$ cat src/rtl/score_keeper.sv
// score_keeper: match controller for the ball block. It scores the ball's
// edge events, sequences IDLE/SERVE/PLAY/POINT/OVER, holds the ball in reset
// between rallies and feeds it a free-running LFSR for serve randomness.
module score_keeper #(
  parameter int WIN_SCORE   = 9,
  parameter int SERVE_TICKS = 1000,
  parameter int HOLD_TICKS  = 1000
) (
  input  logic       clk,
  input  logic       reset,
  input  logic       out_left,
  input  logic       out_right,
  input  logic       start,
  output logic       ball_reset,
  output logic [4:0] entropy,
  output logic [3:0] lscore,
  output logic [3:0] rscore,
  output logic       point_l,
  output logic       point_r,
  output logic       game_over,
  output logic       winner
);

  localparam int MAX_TICKS = (SERVE_TICKS > HOLD_TICKS) ? SERVE_TICKS : HOLD_TICKS;
  localparam int CW        = $clog2(MAX_TICKS + 1);
  localparam logic [CW-1:0] SERVE_LOAD = CW'(SERVE_TICKS);
  localparam logic [CW-1:0] HOLD_LOAD  = CW'(HOLD_TICKS);
  localparam logic [CW-1:0] CNT_ONE    = CW'(1);
  localparam logic [3:0]    WIN        = 4'(WIN_SCORE);

  typedef enum logic [2:0] {
    IDLE,
    SERVE,
    PLAY,
    POINT,
    OVER
  } state_t;

  state_t        state, state_n;
  logic [CW-1:0] cnt, cnt_n;
  logic          start_q, outl_q, outr_q;
  logic          start_rise, evt_l, evt_r;
  logic [3:0]    lscore_n, rscore_n;
  logic          point_l_n, point_r_n, game_over_n, winner_n;

  assign start_rise = start & ~start_q;
  assign evt_l      = out_left & ~outl_q;
  assign evt_r      = out_right & ~outr_q;

  // Input history so a held button or a held out_* flag fires only once.
  always_ff @(posedge clk) begin
    if (reset) begin
      start_q <= 1'b0;
      outl_q  <= 1'b0;
      outr_q  <= 1'b0;
    end else begin
      start_q <= start;
      outl_q  <= out_left;
      outr_q  <= out_right;
    end
  end

  // Free-running x^5+x^3+1 LFSR; seeded non-zero so it never locks up.
  always_ff @(posedge clk) begin
    if (reset) begin
      entropy <= 5'b00001;
    end else begin
      entropy <= {entropy[3:0], entropy[4] ^ entropy[2]};
    end
  end

  // Next-state and next-output decode for the match sequencer.
  always_comb begin
    state_n     = state;
    cnt_n       = cnt;
    lscore_n    = lscore;
    rscore_n    = rscore;
    point_l_n   = point_l;
    point_r_n   = point_r;
    game_over_n = game_over;
    winner_n    = winner;
    case (state)
      IDLE: begin
        if (start_rise) begin
          state_n = SERVE;
          cnt_n   = SERVE_LOAD;
        end
      end
      SERVE: begin
        if (cnt == CNT_ONE) begin
          state_n = PLAY;
        end else begin
          cnt_n = cnt - CNT_ONE;
        end
      end
      PLAY: begin
        if (evt_l && !evt_r) begin
          rscore_n = rscore + 4'd1;
          if (rscore_n == WIN) begin
            state_n     = OVER;
            game_over_n = 1'b1;
            winner_n    = 1'b1;
          end else begin
            state_n   = POINT;
            point_r_n = 1'b1;
            cnt_n     = HOLD_LOAD;
          end
        end else if (evt_r && !evt_l) begin
          lscore_n = lscore + 4'd1;
          if (lscore_n == WIN) begin
            state_n     = OVER;
            game_over_n = 1'b1;
            winner_n    = 1'b0;
          end else begin
            state_n   = POINT;
            point_l_n = 1'b1;
            cnt_n     = HOLD_LOAD;
          end
        end
      end
      POINT: begin
        if (cnt == CNT_ONE) begin
          point_l_n = 1'b0;
          point_r_n = 1'b0;
          state_n   = SERVE;
          cnt_n     = SERVE_LOAD;
        end else begin
          cnt_n = cnt - CNT_ONE;
        end
      end
      OVER: begin
        if (start_rise) begin
          lscore_n    = 4'd0;
          rscore_n    = 4'd0;
          game_over_n = 1'b0;
          state_n     = SERVE;
          cnt_n       = SERVE_LOAD;
        end
      end
      default: begin
        state_n = IDLE;
      end
    endcase
  end

  // State register and registered outputs; the ball runs only in PLAY.
  always_ff @(posedge clk) begin
    if (reset) begin
      state      <= IDLE;
      cnt        <= '0;
      ball_reset <= 1'b1;
      lscore     <= 4'd0;
      rscore     <= 4'd0;
      point_l    <= 1'b0;
      point_r    <= 1'b0;
      game_over  <= 1'b0;
      winner     <= 1'b0;
    end else begin
      state      <= state_n;
      cnt        <= cnt_n;
      ball_reset <= (state_n != PLAY);
      lscore     <= lscore_n;
      rscore     <= rscore_n;
      point_l    <= point_l_n;
      point_r    <= point_r_n;
      game_over  <= game_over_n;
      winner     <= winner_n;
    end
  end

endmodule

$ cat config.mk
export PLATFORM = sky130hd
export DESIGN_NAME = score_keeper
export DESIGN_NICKNAME = d
export VERILOG_FILES = /design/src/rtl/score_keeper.sv
export SDC_FILE = /design/constraint.sdc
export NUM_CORES = 1
export LEC_CHECK = 0
export CELL_PAD_IN_SITES_DETAIL_PLACEMENT = 0
export CELL_PAD_IN_SITES_GLOBAL_PLACEMENT = 2
export CORE_MARGIN = 5
export CORE_UTILIZATION = 29
export DETAILED_ROUTE_END_ITERATION = 10
export PLACE_DENSITY = 0.74
export SLEW_MARGIN = 20
export SYNTH_ARGS = -nofsm -noshare
export SYNTH_HDL_FRONTEND = slang
export SYNTH_SLANG_ARGS = --single-unit
$ cat constraint.sdc
create_clock -name clk -period 2.16 [get_ports clk]
set_input_delay 0.432 -clock clk [delete_from_list [all_inputs] [get_ports clk]]
set_output_delay 0.432 -clock clk [all_outputs]
set_load 0.01 [all_outputs]
==> metrics.txt, run 1 <==
# TYPE chip_impl_metric gauge
chip_impl_metric{name="grt_start_max_net_pins",unit=""} 16
chip_impl_metric{name="timing.final.hold_violations",unit=""} 0
chip_impl_metric{name="placementRows",unit=""} 28
chip_impl_metric{name="worst_r2r_path_depth",unit=""} 8
chip_impl_metric{name="first_pass_iters",unit=""} 4
chip_impl_metric{name="drtIter0Drc",unit=""} 131
chip_impl_metric{name="n_antenna_cell",unit=""} 0
chip_impl_info{name="criticalPathCategory",value="primary input to flop"} 1
chip_impl_metric{name="relSlewSlack",unit=""} 0.733
chip_impl_info{name="synthTopCellsByArea",value="sky130_fd_sc_hd__dfxtp_1 38%, sky130_fd_sc_hd__a21oi_1 5.8%, sky130_fd_sc_hd__ha_1 5.6%"} 1
chip_impl_info{name="worst_r2r_startpoint",value="rscore[0]"} 1
chip_impl_info{name="yosys.area.top_type",value="sky130_fd_sc_hd__dfxtp_1"} 1
chip_impl_info{name="critical-path-top-delay-family",value="compound AO/OA/AOI/OAI gates"} 1
chip_impl_metric{name="max_freq",unit="MHz"} 468
chip_impl_metric{name="finalWirelength",unit="um"} 4430
chip_impl_metric{name="netlist-cell-type-count",unit=""} 44
chip_impl_metric{name="synthCells",unit=""} 215
chip_impl_metric{name="ys_async_sr_fraction",unit=""} 0
chip_impl_info{name="status",value="complete, no violations"} 1
chip_impl_metric{name="power.density_cell_area",unit="nW/um^2"} 692
chip_impl_metric{name="drive_above_1_share",unit=""} 0.185
chip_impl_metric{name="first_global_vias",unit=""} 1527
chip_impl_info{name="critical_path_endpoint_category",value="flop"} 1
chip_impl_metric{name="synthToLayoutAreaGrowth",unit="%"} 33.2
chip_impl_metric{name="timing.critical_path.depth",unit=""} 9
chip_impl_metric{name="vias",unit=""} 1640
chip_impl_metric{name="worstPathArrival",unit="ns"} 2.33
chip_impl_metric{name="cts_buffers",unit=""} 5
chip_impl_metric{name="final_max_slew_violation_count",unit=""} 0
chip_impl_metric{name="buffer_ports.inserted",unit=""} 22
chip_impl_info{name="synthTopCellsByCount",value="34 x sky130_fd_sc_hd__dfxtp_1, 21 x sky130_fd_sc_hd__a21oi_1, 20 x sky130_fd_sc_hd__nor2_1"} 1
chip_impl_metric{name="final_nets",unit=""} 266
chip_impl_metric{name="yosysWarningCount",unit=""} 0
chip_impl_info{name="crit_path_cell_trace",value="clkdlybuf4s50_1 -> nor2b_4 -> ha_4 -> inv_1 -> a21oi_1 -> o21a_1 -> a21oi_2 -> nand2_2 -> a2111oi_4"} 1
chip_impl_metric{name="synthesis.area_per_instance",unit="um^2"} 8.36
chip_impl_metric{name="setup_viol",unit=""} 0
chip_impl_info{name="cts_tree",value="yes"} 1
chip_impl_metric{name="max-clock-path-buffers",unit=""} 2
chip_impl_metric{name="critical_path.max_fanout",unit=""} 4
chip_impl_info{name="critPathLaunchType",value="primary input"} 1
chip_impl_info{name="critPathLaunch",value="out_right"} 1
chip_impl_metric{name="syn_nets",unit=""} 228
chip_impl_metric{name="grt_pass1_wl",unit="um"} 7330
chip_impl_metric{name="ys_ff_latch",unit=""} 34
chip_impl_metric{name="grt.total_usage",unit=""} 0.119
chip_impl_metric{name="clock_input_transition_at_the_sequential_cells_of_the_worst_setup_and_hold_paths",unit="ns"} 0.08
chip_impl_metric{name="antenna_found_initial",unit=""} 0
chip_impl_metric{name="fin_crit",unit="ns"} 2.14
chip_impl_metric{name="cts.sinks",unit=""} 34
chip_impl_metric{name="grt.overflow.total",unit=""} 0
chip_impl_metric{name="max_slew.worst_pin.slew",unit="ns"} 0.400
chip_impl_info{name="yosysMostFrequentCell",value="sky130_fd_sc_hd__dfxtp_1"} 1
chip_impl_metric{name="core_area",unit="um^2"} 5990
chip_impl_metric{name="final_cycle_utilization_of_the_critical_path",unit=""} 0.990
chip_impl_metric{name="io_pins",unit=""} 23
chip_impl_metric{name="gpl.final_weighted_congestion",unit=""} 0.775
chip_impl_metric{name="fp.dieH",unit="um"} 88.7
chip_impl_metric{name="crit_buf_inv",unit=""} 2
chip_impl_metric{name="routed_wire_length_per_instance",unit="um"} 13.5
chip_impl_metric{name="irDropWorstVdd",unit="V"} 0.000334
chip_impl_metric{name="timing.critical_path.slowest_cell_delay",unit="ns"} 0.47
chip_impl_metric{name="total_leakage_power",unit="nW"} 0.888
chip_impl_metric{name="start_util",unit=""} 0.300
chip_impl_metric{name="sequential_fraction_of_the_synthesis_area",unit=""} 0.379
chip_impl_metric{name="h-tree-depth",unit=""} 2
chip_impl_info{name="critPathSlowestCell",value="sky130_fd_sc_hd__clkdlybuf4s50_1"} 1
chip_impl_info{name="unrepaired_setup_endpoints_after_global_routing",value="yes"} 1
chip_impl_metric{name="count_of_antenna_violating_nets_left_after_detailed_routing",unit=""} 0
chip_impl_info{name="ys_dominant_reg_cell",value="sky130_fd_sc_hd__dfxtp_1"} 1
chip_impl_metric{name="synth_enable_flop_cells",unit=""} 0
chip_impl_metric{name="filler_cell_count",unit=""} 637
chip_impl_info{name="hp-start",value="entropy[3]"} 1
chip_impl_metric{name="place.detailed.hpwl",unit="um"} 3190
chip_impl_metric{name="place_worst_setup_slack",unit="ns"} -0.348
chip_impl_info{name="hp-class",value="flop to flop"} 1
chip_impl_metric{name="clk-insertion-delay-late",unit="ns"} 0.29
chip_impl_metric{name="skew",unit="ns"} 0.0117
chip_impl_metric{name="cap_viol_max_count",unit=""} 0
chip_impl_metric{name="timing.final.ws_setup",unit="ns"} 0.0217
chip_impl_metric{name="final_core_util",unit=""} 0.400
chip_impl_metric{name="yosys.area.top_type_share",unit=""} 0.379
chip_impl_metric{name="floorplan.die.width",unit="um"} 88.7
chip_impl_metric{name="hold_depth",unit=""} 1
chip_impl_metric{name="via_per_instance_ratio",unit=""} 4.98
chip_impl_metric{name="design.die.area",unit="um^2"} 7870
chip_impl_info{name="clockRootBuffer",value="sky130_fd_sc_hd__clkbuf_8"} 1
chip_impl_metric{name="mappedNetlistArea",unit="um^2"} 1800
chip_impl_metric{name="cp_data_required_time",unit="ns"} 2.36
chip_impl_metric{name="remaining_drc_errors",unit=""} 0
-- state kept, by name, summed over array words and instances (netlist names) --
register    flops
cnt            10
entropy         5
lscore          4
rscore          4
state           3
ball_reset      1
game_over       1
outl_q          1
outr_q          1
point_l         1
point_r         1
start_q         1
winner          1
-- final timing paths --
kind / end / slack (ns)
worst max-delay path: cnt[9] / 0.02
worst max register to register: cnt[9] / 0.19
worst min-delay path: entropy[4] / 0.47
worst min register to register: entropy[4] / 0.47
-- final cells by class --
type,instances,area (um^2),share of cell area
clock buffers,7,76.3,0.0319
flip-flops and latches,34,681,0.284
repair buffers,41,363,0.152
multi-input cells,159,1110,0.462
well taps,75,93.8,0.0392
clock inverters,1,30.0,0.0125
inverters,12,45.0,0.0188
-- worst reg2reg max path: stages (launching register included) --
cell and delay [ns]:
sky130_fd_sc_hd__dfxtp_1 0.43, sky130_fd_sc_hd__inv_1 0.07, sky130_fd_sc_hd__ha_1 0.20, sky130_fd_sc_hd__nor4bb_1 0.14
sky130_fd_sc_hd__a41o_1 0.27, sky130_fd_sc_hd__a22oi_1 0.19, sky130_fd_sc_hd__buf_4 0.17, sky130_fd_sc_hd__nand2_2 0.07
sky130_fd_sc_hd__a2111oi_4 0.34
-- routing by layer --
metal	vias to the layer above	wire, um	track usage
met3	6	233	0.0410
met2	28	1860	0.175
li1	842	-	-
met5	-	0	0
met1	764	2270	0.163
met4	0	63	0.0385
-- where the power goes --
group | internal [mW] | total [mW] | switching [mW]
Sequential | 0.669 | 0.725 | 0.0562
Clock | 0.345 | 0.572 | 0.227
Combinational | 0.164 | 0.360 | 0.196
Total | 1.18 | 1.66 | 0.479
-- cell usage in the layout (no fill, tap or decap), types with 3 or more instances in the layout --
cell type / count
sky130_fd_sc_hd__dfxtp_1: 34
sky130_fd_sc_hd__clkdlybuf4s50_1: 22
sky130_fd_sc_hd__a21oi_1: 20
sky130_fd_sc_hd__nor2_1: 19
sky130_fd_sc_hd__buf_4: 19
sky130_fd_sc_hd__nand2_1: 14
sky130_fd_sc_hd__inv_1: 12
sky130_fd_sc_hd__nor2b_1: 11
sky130_fd_sc_hd__nor3_1: 11
sky130_fd_sc_hd__ha_1: 7
sky130_fd_sc_hd__nand3_1: 6
sky130_fd_sc_hd__o21ai_0: 6
sky130_fd_sc_hd__nand2b_1: 5
sky130_fd_sc_hd__clkbuf_8: 5
sky130_fd_sc_hd__o21a_1: 4
sky130_fd_sc_hd__and2_1: 3
sky130_fd_sc_hd__nand3b_1: 3
sky130_fd_sc_hd__a311oi_1: 3
-- metrics by stage --
step                      area (um^2)  total power, mW  instances  setup TNS [ns]  hold WS, ns
after floorplan                  1800            0.955        215               0        0.459
after global placement           2190             1.05        319           -4.29        0.451
after detailed placement         2190             1.05        319           -4.38        0.457
after CTS                        2310             1.64        327               0        0.471
after global routing             2390             1.75        329          -0.127        0.495
final                            2390             1.66        329               0        0.469
-- kinds of logic after synthesis --
family	synth area share
compound gates	0.212
xor+xnor	0.00974
fa+ha+maj	0.0557
buf+inv	0.0515
flops	0.379
mux	0.00557
simple gates	0.287
-- repair_timing --
item,4_1_cts,5_1_grt
buffers inserted,0,2
resized for setup,3,13
pin swaps,0,1
setup endpoints to repair,7,12
hold endpoints to repair,0,0
hold buffers,0,0
cloned,0,0
Note: power is estimated with default switching activity, not from simulation.
==> run 2, diff against run 1 <==
--- a/config.mk
+++ b/config.mk
@@ -10,6 +10,7 @@
 export CORE_MARGIN = 5
 export CORE_UTILIZATION = 29
 export DETAILED_ROUTE_END_ITERATION = 10
+export GPL_TIMING_DRIVEN = 0
 export PLACE_DENSITY = 0.74
 export SLEW_MARGIN = 20
 export SYNTH_ARGS = -nofsm -noshare
==> run 2 against run 1 <==
Sequential cell count did not move. Clock-buffer cell count fell by 1. Clock power increased by 3%. Global-route usage rose by 0.44 points. Clock skew shrank 0.0033 ns. Critical endpoint is now cnt[2].
==> metrics.txt, run 2 (synthesis results as in run 1) <==
# TYPE chip_impl_metric gauge
chip_impl_metric{name="worstPathArrival",unit="ns"} 2.25
chip_impl_metric{name="relSlewSlack",unit=""} 0.606
chip_impl_metric{name="max_freq",unit="MHz"} 477
chip_impl_info{name="mostFrequentLayoutCell",value="sky130_fd_sc_hd__dfxtp_1"} 1
chip_impl_info{name="status",value="complete, no violations"} 1
chip_impl_info{name="clockRootBuffer",value="sky130_fd_sc_hd__clkbuf_8"} 1
chip_impl_metric{name="timing.critical_path.slowest_cell_delay",unit="ns"} 0.47
chip_impl_metric{name="clk-insertion-delay-late",unit="ns"} 0.28
chip_impl_info{name="critPathSlowestCell",value="sky130_fd_sc_hd__clkdlybuf4s50_1"} 1
chip_impl_metric{name="setup_viol",unit=""} 0
chip_impl_metric{name="pwr-share-comb",unit=""} 0.210
chip_impl_metric{name="final_core_util",unit=""} 0.387
chip_impl_metric{name="cp_data_required_time",unit="ns"} 2.31
chip_impl_metric{name="start_util",unit=""} 0.300
chip_impl_metric{name="buffer_ports.inserted",unit=""} 21
chip_impl_metric{name="final_cycle_utilization_of_the_critical_path",unit=""} 0.970
chip_impl_metric{name="critical_path.max_fanout",unit=""} 5
chip_impl_metric{name="routed_wire_length_per_instance",unit="um"} 13.8
chip_impl_metric{name="drtIter0Drc",unit=""} 94
chip_impl_metric{name="proportion_of_power_drawn_by_the_clock_network",unit=""} 0.357
chip_impl_metric{name="grt_start_max_net_pins",unit=""} 12
chip_impl_metric{name="first_pass_iters",unit=""} 4
chip_impl_metric{name="place_worst_setup_slack",unit="ns"} -0.812
chip_impl_metric{name="timing.final.ws_setup",unit="ns"} 0.0647
chip_impl_metric{name="count_of_antenna_violating_nets_left_after_detailed_routing",unit=""} 0
chip_impl_metric{name="antenna_found_initial",unit=""} 0
chip_impl_info{name="unrepaired_setup_endpoints_after_global_routing",value="yes"} 1
chip_impl_metric{name="hold_depth",unit=""} 1
chip_impl_metric{name="cts.sinks",unit=""} 34
chip_impl_metric{name="postCtsHoldBufs",unit=""} 0
chip_impl_metric{name="grt.total_usage",unit=""} 0.124
chip_impl_info{name="crit_path_cell_trace",value="clkdlybuf4s50_1 -> nor2b_4 -> ha_1 -> inv_2 -> a21oi_1 -> o21a_2 -> a21o_4 -> o31ai_2 -> a21oi_1"} 1
chip_impl_info{name="min_to",value="entropy[2]"} 1
chip_impl_metric{name="crit_buf_inv",unit=""} 2
chip_impl_metric{name="grt.overflow.total",unit=""} 0
chip_impl_metric{name="skew",unit="ns"} 0.00843
chip_impl_metric{name="first_global_vias",unit=""} 1559
chip_impl_metric{name="final_max_slew_violation_count",unit=""} 0
chip_impl_metric{name="n_antenna_cell",unit=""} 0
chip_impl_metric{name="internal_power",unit="mW"} 1.16
chip_impl_metric{name="vias",unit=""} 1624
chip_impl_metric{name="timing.final.hold_violations",unit=""} 0
chip_impl_metric{name="clock_input_transition_at_the_sequential_cells_of_the_worst_setup_and_hold_paths",unit="ns"} 0.08
chip_impl_info{name="critPathLaunchType",value="primary input"} 1
chip_impl_info{name="critical-path-top-delay-family",value="compound AO/OA/AOI/OAI gates"} 1
chip_impl_info{name="r2r_end",value="winner"} 1
chip_impl_metric{name="core_area",unit="um^2"} 5990
chip_impl_info{name="most-common-layout-cells",value="34 x sky130_fd_sc_hd__dfxtp_1, 21 x sky130_fd_sc_hd__clkdlybuf4s50_1, 20 x sky130_fd_sc_hd__a21oi_1"} 1
chip_impl_info{name="criticalPathCategory",value="primary input to flop"} 1
chip_impl_info{name="critical_path_endpoint_category",value="flop"} 1
chip_impl_metric{name="remaining_drc_errors",unit=""} 0
chip_impl_metric{name="final_nets",unit=""} 258
chip_impl_metric{name="via_per_instance_ratio",unit=""} 5.06
chip_impl_metric{name="sw_power",unit="mW"} 0.489
chip_impl_metric{name="h-tree-depth",unit=""} 2
chip_impl_metric{name="finalWirelength",unit="um"} 4420
chip_impl_metric{name="max_slew.worst_pin.slew",unit="ns"} 0.590
chip_impl_metric{name="design.die.area",unit="um^2"} 7870
chip_impl_metric{name="worst_r2r_path_depth",unit=""} 9
chip_impl_metric{name="largest_register_ff_count",unit=""} 10
chip_impl_metric{name="irDropWorstVdd",unit="V"} 0.000300
chip_impl_info{name="cts_tree",value="yes"} 1
chip_impl_metric{name="cts_buffers",unit=""} 5
chip_impl_metric{name="worst_hold_slack",unit="ns"} 0.461
chip_impl_metric{name="fin_crit",unit="ns"} 2.10
chip_impl_info{name="hp-start",value="entropy[1]"} 1
chip_impl_info{name="worst_r2r_startpoint",value="rscore[0]"} 1
chip_impl_info{name="hp-class",value="flop to flop"} 1
chip_impl_metric{name="synthToLayoutAreaGrowth",unit="%"} 28.8
chip_impl_metric{name="floorplan.die.width",unit="um"} 88.7
chip_impl_metric{name="setup_tns",unit="ns"} 0
chip_impl_metric{name="power.density_cell_area",unit="nW/um^2"} 712
chip_impl_metric{name="placementRows",unit=""} 28
chip_impl_metric{name="cap_viol_max_count",unit=""} 0
chip_impl_metric{name="grt_pass1_wl",unit="um"} 7580
chip_impl_metric{name="max-clock-path-buffers",unit=""} 2
chip_impl_info{name="timing.critical_path.mode_cell",value="sky130_fd_sc_hd__a21oi_1"} 1
chip_impl_metric{name="io_pins",unit=""} 23
chip_impl_metric{name="fp.dieH",unit="um"} 88.7
chip_impl_metric{name="power.share.switching",unit=""} 0.297
chip_impl_metric{name="gpl.final_weighted_congestion",unit=""} 0.735
chip_impl_metric{name="ff2ff_setup_slack",unit="ns"} 0.15
chip_impl_metric{name="drive_above_1_share",unit=""} 0.154
chip_impl_metric{name="place.detailed.hpwl",unit="um"} 3200
chip_impl_info{name="registers.top_by_ff_count",value="cnt"} 1
chip_impl_info{name="largestRegisters",value="cnt: 10 flops, entropy: 5 flops"} 1
chip_impl_metric{name="share_seq_of_total_power",unit=""} 0.432
chip_impl_metric{name="total_leakage_power",unit="nW"} 0.831
==> run 2: cell types whose count changed in the layout (fill, tap and decap cells not counted), moves of 2 or more <==
cell	before	now
sky130_fd_sc_hd__buf_2	0	2
sky130_fd_sc_hd__buf_4	19	4
sky130_fd_sc_hd__clkbuf_1	2	6
sky130_fd_sc_hd__nor4_2	0	2
==> run 2: metal layers <==
layer	part of all wire	GRT usage	vias to the layer above
met1	0.49	0.163	751
met3	0.058	0.0363	4
li1	-	-	828
met4	0.0097	0.0371	0
met2	0.44	0.194	41
met5	0	0	-
==> run 2: power groups by stage <==
stage / combinational [mW] / sequential (mW) / clock [mW]
after floorplan: 0.235 / 0.720 / 0
after CTS: 0.324 / 0.713 / 0.614
after global placement: 0.307 / 0.727 / 0
after global routing: 0.390 / 0.722 / 0.641
final: 0.347 / 0.713 / 0.589
after detailed placement: 0.307 / 0.727 / 0
==> run 2: worst max path at each step <==
| stage | from | end | slack, ns | depth (start not counted) |
|---|---|---|---|---|
| floorplan | out_right | cnt[9] | 0.13 | 8 |
| global placement | out_right | cnt[9] | -0.78 | 9 |
| detailed placement | out_right | cnt[9] | -0.81 | 9 |
| CTS | out_right | cnt[9] | 0.003 | 8 |
| global route | out_right | cnt[2] | -0.05 | 9 |
| finish | out_right | cnt[2] | 0.06 | 9 |
==> run 2: layout make-up <==
class,count,area [um^2]
clock buffers,6,72.6
clock inverters,2,37.5
flip-flops and latches,34,681
inverters,12,45.0
multi-input cells,159,1110
repair buffers,25,240
plain buffers,8,40.0
well taps,75,93.8
fillers,614,3670
==> run 2: repair_timing <==
item	CTS	global route
resized for setup	12	8
pin swaps	1	2
hold endpoints to repair	0	0
setup endpoints to repair	14	14
buffers inserted	2	2
==> run 2: per-stage QoR <==
| step | instances | area, um^2 | total power [mW] |
|---|---|---|---|
| global placement | 311 | 2100 | 1.03 |
| CTS | 319 | 2260 | 1.65 |
| finish | 321 | 2320 | 1.65 |
| detailed placement | 311 | 2100 | 1.03 |
| global route | 321 | 2320 | 1.75 |
| floorplan | 215 | 1800 | 0.955 |
==> edit 1 (flow settings as in run 2) <==
The parameter `HOLD_TICKS` goes from 1000 to 500.
--- a/src/rtl/score_keeper.sv
+++ b/src/rtl/score_keeper.sv
@@ -4,7 +4,7 @@
 module score_keeper #(
   parameter int WIN_SCORE   = 9,
   parameter int SERVE_TICKS = 1000,
-  parameter int HOLD_TICKS  = 1000
+  parameter int HOLD_TICKS  = 500
 ) (
   input  logic       clk,
   input  logic       reset,
Check against the original RTL: no difference found for any inputs over 10 cycles, from zero or initial values and one cycle with reset high; that may be too few to reach the edited logic, so the function may still have changed.
==> edit 1 against run 2 <==
- maximum frequency is 2.6% higher
- critical path type is now flop to flop
- clock skew shrank 3.5 ps
- cell count up 2.5%
- area after synthesis up 0.77%
- sequential cell count unchanged
- final area is 2.6% higher
- first-iteration DRC count increased by 14%
- worst setup slack better by 52 ps
- largest power group unchanged
- routed wire length is 11% higher
- power is 7.6% lower
==> edit 1: results (changes against run 2) <==
| Metric | Value |
|---|---|
| Outcome | complete, no violations (unchanged) |
| Vias in the first global route | 1,699 (was 1,559) |
| Via/cell ratio | 5.119 (was 5.059) |
| Gr usage total | 13.91% (was 12.35%) |
| Area post-placement | 2126 µm² (was 2102 µm²) |
| Synth top area cells | dfxtp_1 (38%), a21oi_1 (5.5%), ha_1 (5.5%) (was dfxtp_1 (38%), a21oi_1 (5.8%), ha_1 (5.6%)) |
| Met2 wire len | 2071 µm (was 1935 µm) |
| Top cells by count, synth | dfxtp_1 (34), nor2_1 (21), a21oi_1 (20) (was dfxtp_1 (34), a21oi_1 (21), nor2_1 (20)) |
| Metal-1 WL | 2546 µm (was 2187 µm) |
| Hpwl dp | 3390 µm (was 3197 µm) |
| # clk buffers | 7 (was 6) |
| Routed WL | 4904 µm (was 4422 µm) |
| First-pass GRT wire length | 8500 µm (was 7576 µm) |
| Sequential cell area share | 28.84% (was 29.39%) |
| Sequential share of the synthesized area | 37.57% (was 37.86%) |
| Count of cell types in the netlist | 49 (was 44) |
| Bufs w/o clock | 41 (was 33) |
| Max FO, Critical Path | 6 (was 5) |
| Layout cells sized above 1 | 19.29% (was 15.45%) |
| Worst Skew | 4.907 ps (was 8.435 ps) |
| Data buffer area share | 14.84% (was 12.10%) |
| DP Worst Slack | -587.3 ps (was -812.5 ps) |
| GP Congestion | 0.7477 (was 0.7353) |
| Iter 0 DRT Violations | 107 (was 94) |
| Clock buf/inv share | 3.842% (was 4.754%) |
| Postcts setup bufs | 9 (was 2) |
| # placed instances | 312 (was 311) |
| Nets | 266 (was 258) |
| Fillers | 631 (was 614) |
| Multi-input combinational area share | 46.63% (was 47.76%) |
| Post-route insts no fill | 329 (was 321) |
| P_leak | 0.9145 nW (was 0.8309 nW) |
| Largest net degree at the start of global routing | 11 (was 12) |
| Switching pwr | 0.4548 mW (was 0.4892 mW) |
| Worst rel slew slack | 62.48% (was 60.65%) |
| Max IR drop VDD | 315.8 µV (was 300.5 µV) |
[edit 1: cell count changes after synthesis, sizes merged, moves of 3 or more]
cell and change:
nor3 -6, and3 +3, clkbuf -3, a31oi +7, buf +3
[edit 1: worst paths after layout]
| check | from | endpoint | slack (ps) | cells after the start |
|---|---|---|---|---|
| worst min-delay path | entropy[3] | entropy[4] | 460 | 1 |
| worst max register to register | rscore[0] | cnt[1] | 120 | 7 |
| worst min register to register | entropy[3] | entropy[4] | 460 | 1 |
| worst max-delay path | rscore[0] | cnt[1] | 120 | 7 |
[edit 1: cells by family after synthesis]
family,Yosys count,share of synthesized area (%)
adder cells (fa/ha/maj),8,5.525
flip-flops,34,37.57
multiplexers,1,0.5525
XOR/XNOR,2,0.9670
AND/OR/NAND/NOR,84,25.48
buffers and inverters,22,5.663
AO/OA/AOI/OAI,64,24.24
[edit 1: through the flow]
step           hold slack [ps]  util, %
2_1_floorplan            463.4        -
3_3_place_gp             447.1    35.48
3_5_place_dp             448.8    35.48
4_1_cts                  466.0    38.87
5_1_grt                  479.8    39.68
6_report                 462.0    39.68
[edit 1: per-layer routing]
metal | track usage, % | up-vias
met1 | 20.09 | 782
met5 | 0 | -
met4 | 3.789 | 0
met2 | 20.45 | 42
li1 | - | 854
met3 | 3.594 | 6
[edit 1: power groups by stage]
stage          Clock (mW)  Combinational, mW  Sequential, mW
3_3_place_gp            0              0.293           0.714
3_5_place_dp            0              0.292           0.714
4_1_cts             0.513              0.317           0.700
5_1_grt             0.550              0.367           0.707
2_1_floorplan           0              0.213           0.708
6_report            0.494              0.329           0.701
[edit 1: worst max-delay path: stages (launching register included)]
cell,delay [ps]
dfxtp_2,390
inv_1,60
ha_1,200
nor4bb_1,140
a41o_1,280
a22o_4,260
or4_1,520
a21oi_1,130
==> edit 2 (flow settings as in run 2) <==
Without the edit above. Register the output `entropy` once more, cleared by the reset; this adds one clock of latency there. The other outputs are not delayed to match.
--- a/src/rtl/score_keeper.sv
+++ b/src/rtl/score_keeper.sv
@@ -36,6 +36,8 @@
     OVER
   } state_t;
 
+  logic [4:0] entropy_s0;
+
   state_t        state, state_n;
   logic [CW-1:0] cnt, cnt_n;
   logic          start_q, outl_q, outr_q;
@@ -63,9 +65,9 @@
   // Free-running x^5+x^3+1 LFSR; seeded non-zero so it never locks up.
   always_ff @(posedge clk) begin
     if (reset) begin
-      entropy <= 5'b00001;
+      entropy_s0 <= 5'b00001;
     end else begin
-      entropy <= {entropy[3:0], entropy[4] ^ entropy[2]};
+      entropy_s0 <= {entropy_s0[3:0], entropy_s0[4] ^ entropy_s0[2]};
     end
   end
 
@@ -168,5 +170,13 @@
     end
   end
 
+  always_ff @(posedge clk) begin
+    if (reset) begin
+      entropy <= '0;
+    end else begin
+      entropy <= entropy_s0;
+    end
+  end
+
 endmodule
 
Function: changed (a bounded check fails within 4 cycles, from zero or initial values and one cycle with reset high).
==> edit 2 against run 2 <==
- the flow now finishes with violations (negative setup slack)
- sequential cell count is 1 higher
- via count is 4.1% higher
- cell count is 5.6% higher
- final area is 3.3% higher
- sequential power is 1% higher
- area after synthesis is 3.3% higher
- worst setup slack worse by 380 ps
- global-route usage is 1.0 points lower
- highest routed layer unchanged
- power is 8.5% lower
- routed wire length is 7.0% higher
==> edit 2: results (changes against run 2) <==
| Metric | Value |
|---|---|
| R2r setup slk | -320 ps (was 150 ps) |
| Vias in the first global route | 1,544 (was 1,559) |
| Area grow syn2layout | 28.82% (was 28.81%) |
| Metal-1 WL | 2342 µm (was 2187 µm) |
| Worst Skew | 4.048 ps (was 8.435 ps) |
| R2R depth | 8 (was 9) |
| Data buffer area share | 13.70% (was 12.10%) |
| Synth top area cells | dfxtp_1 (38%), ha_1 (5.4%), nor2_1 (5.3%) (was dfxtp_1 (38%), a21oi_1 (5.8%), ha_1 (5.6%)) |
| #FFs+latches synth | 35 (was 34) |
| Final setup viols | 10 (was 0) |
| Worst hold slack | 391.4 ps (was 461.3 ps) |
| Metal3 WL | 137 µm (was 256 µm) |
| Comb_multi_in | 166 (was 159) |
| P_leak | 0.9005 nW (was 0.8309 nW) |
| Post-route insts no fill | 339 (was 321) |
| Outcome | finished with violations (was complete, no violations) |
| Internal Pwr Total | 1.046 mW (was 1.160 mW) |
| Startpoint types | flop (was input port) |
| # placed instances | 325 (was 311) |
| Met3 Use GR | 2.671% (was 3.631%) |
| Syn Nets | 240 (was 228) |
| CP Data Arrival Time | 2660 ps (was 2250 ps) |
| Cells after synthesis | 227 (was 215) |
| First-pass GRT wire length | 7610 µm (was 7576 µm) |
| Post-CTS Resized | 9 (was 12) |
| Multi-input combinational area share | 46.52% (was 47.76%) |
| Failing checks | negative setup slack |
| Sum Neg Setup Slack | -2349 ps (was 0 ps) |
| Clock buf/inv share | 3.921% (was 4.754%) |
| Synth Area in Compound Gates | 20.47% (was 21.22%) |
| GR Util met1 | 15.37% (was 16.30%) |
| Final WS setup | -317.0 ps (was 64.71 ps) |
==> edit 2: kinds of logic (layout without fill, tap and decap cells) <==
kind of cell | count (synthesis) | count (layout)
mux | 2 | 2
xor+xnor | 2 | 2
compound gates | 58 | 58
flops | 35 | 35
fa+ha+maj | 8 | 8
buf+inv | 26 | 61
simple gates | 96 | 96
==> edit 2: worst max-delay path, delay by kind of cell, from the launching register on <==
kind / cells / cell delay, ps
AND/OR/NAND/NOR: 2 / 910
buffers and inverters: 2 / 200
AO/OA/AOI/OAI: 2 / 530
adder cells (fa/ha/maj): 1 / 120
multiplexers: 1 / 280
flip-flops: 1 / 330
==> edit 2: worst max path at each step <==
stage          endpoint  slack (ps)  cells past startpoint
3_3_place_gp   state[2]        -670                      9
5_1_grt          cnt[1]        -350                      8
6_report         cnt[1]        -320                      8
3_5_place_dp   state[2]        -640                      9
2_1_floorplan    cnt[1]        -240                      9
4_1_cts          cnt[1]        -390                      9
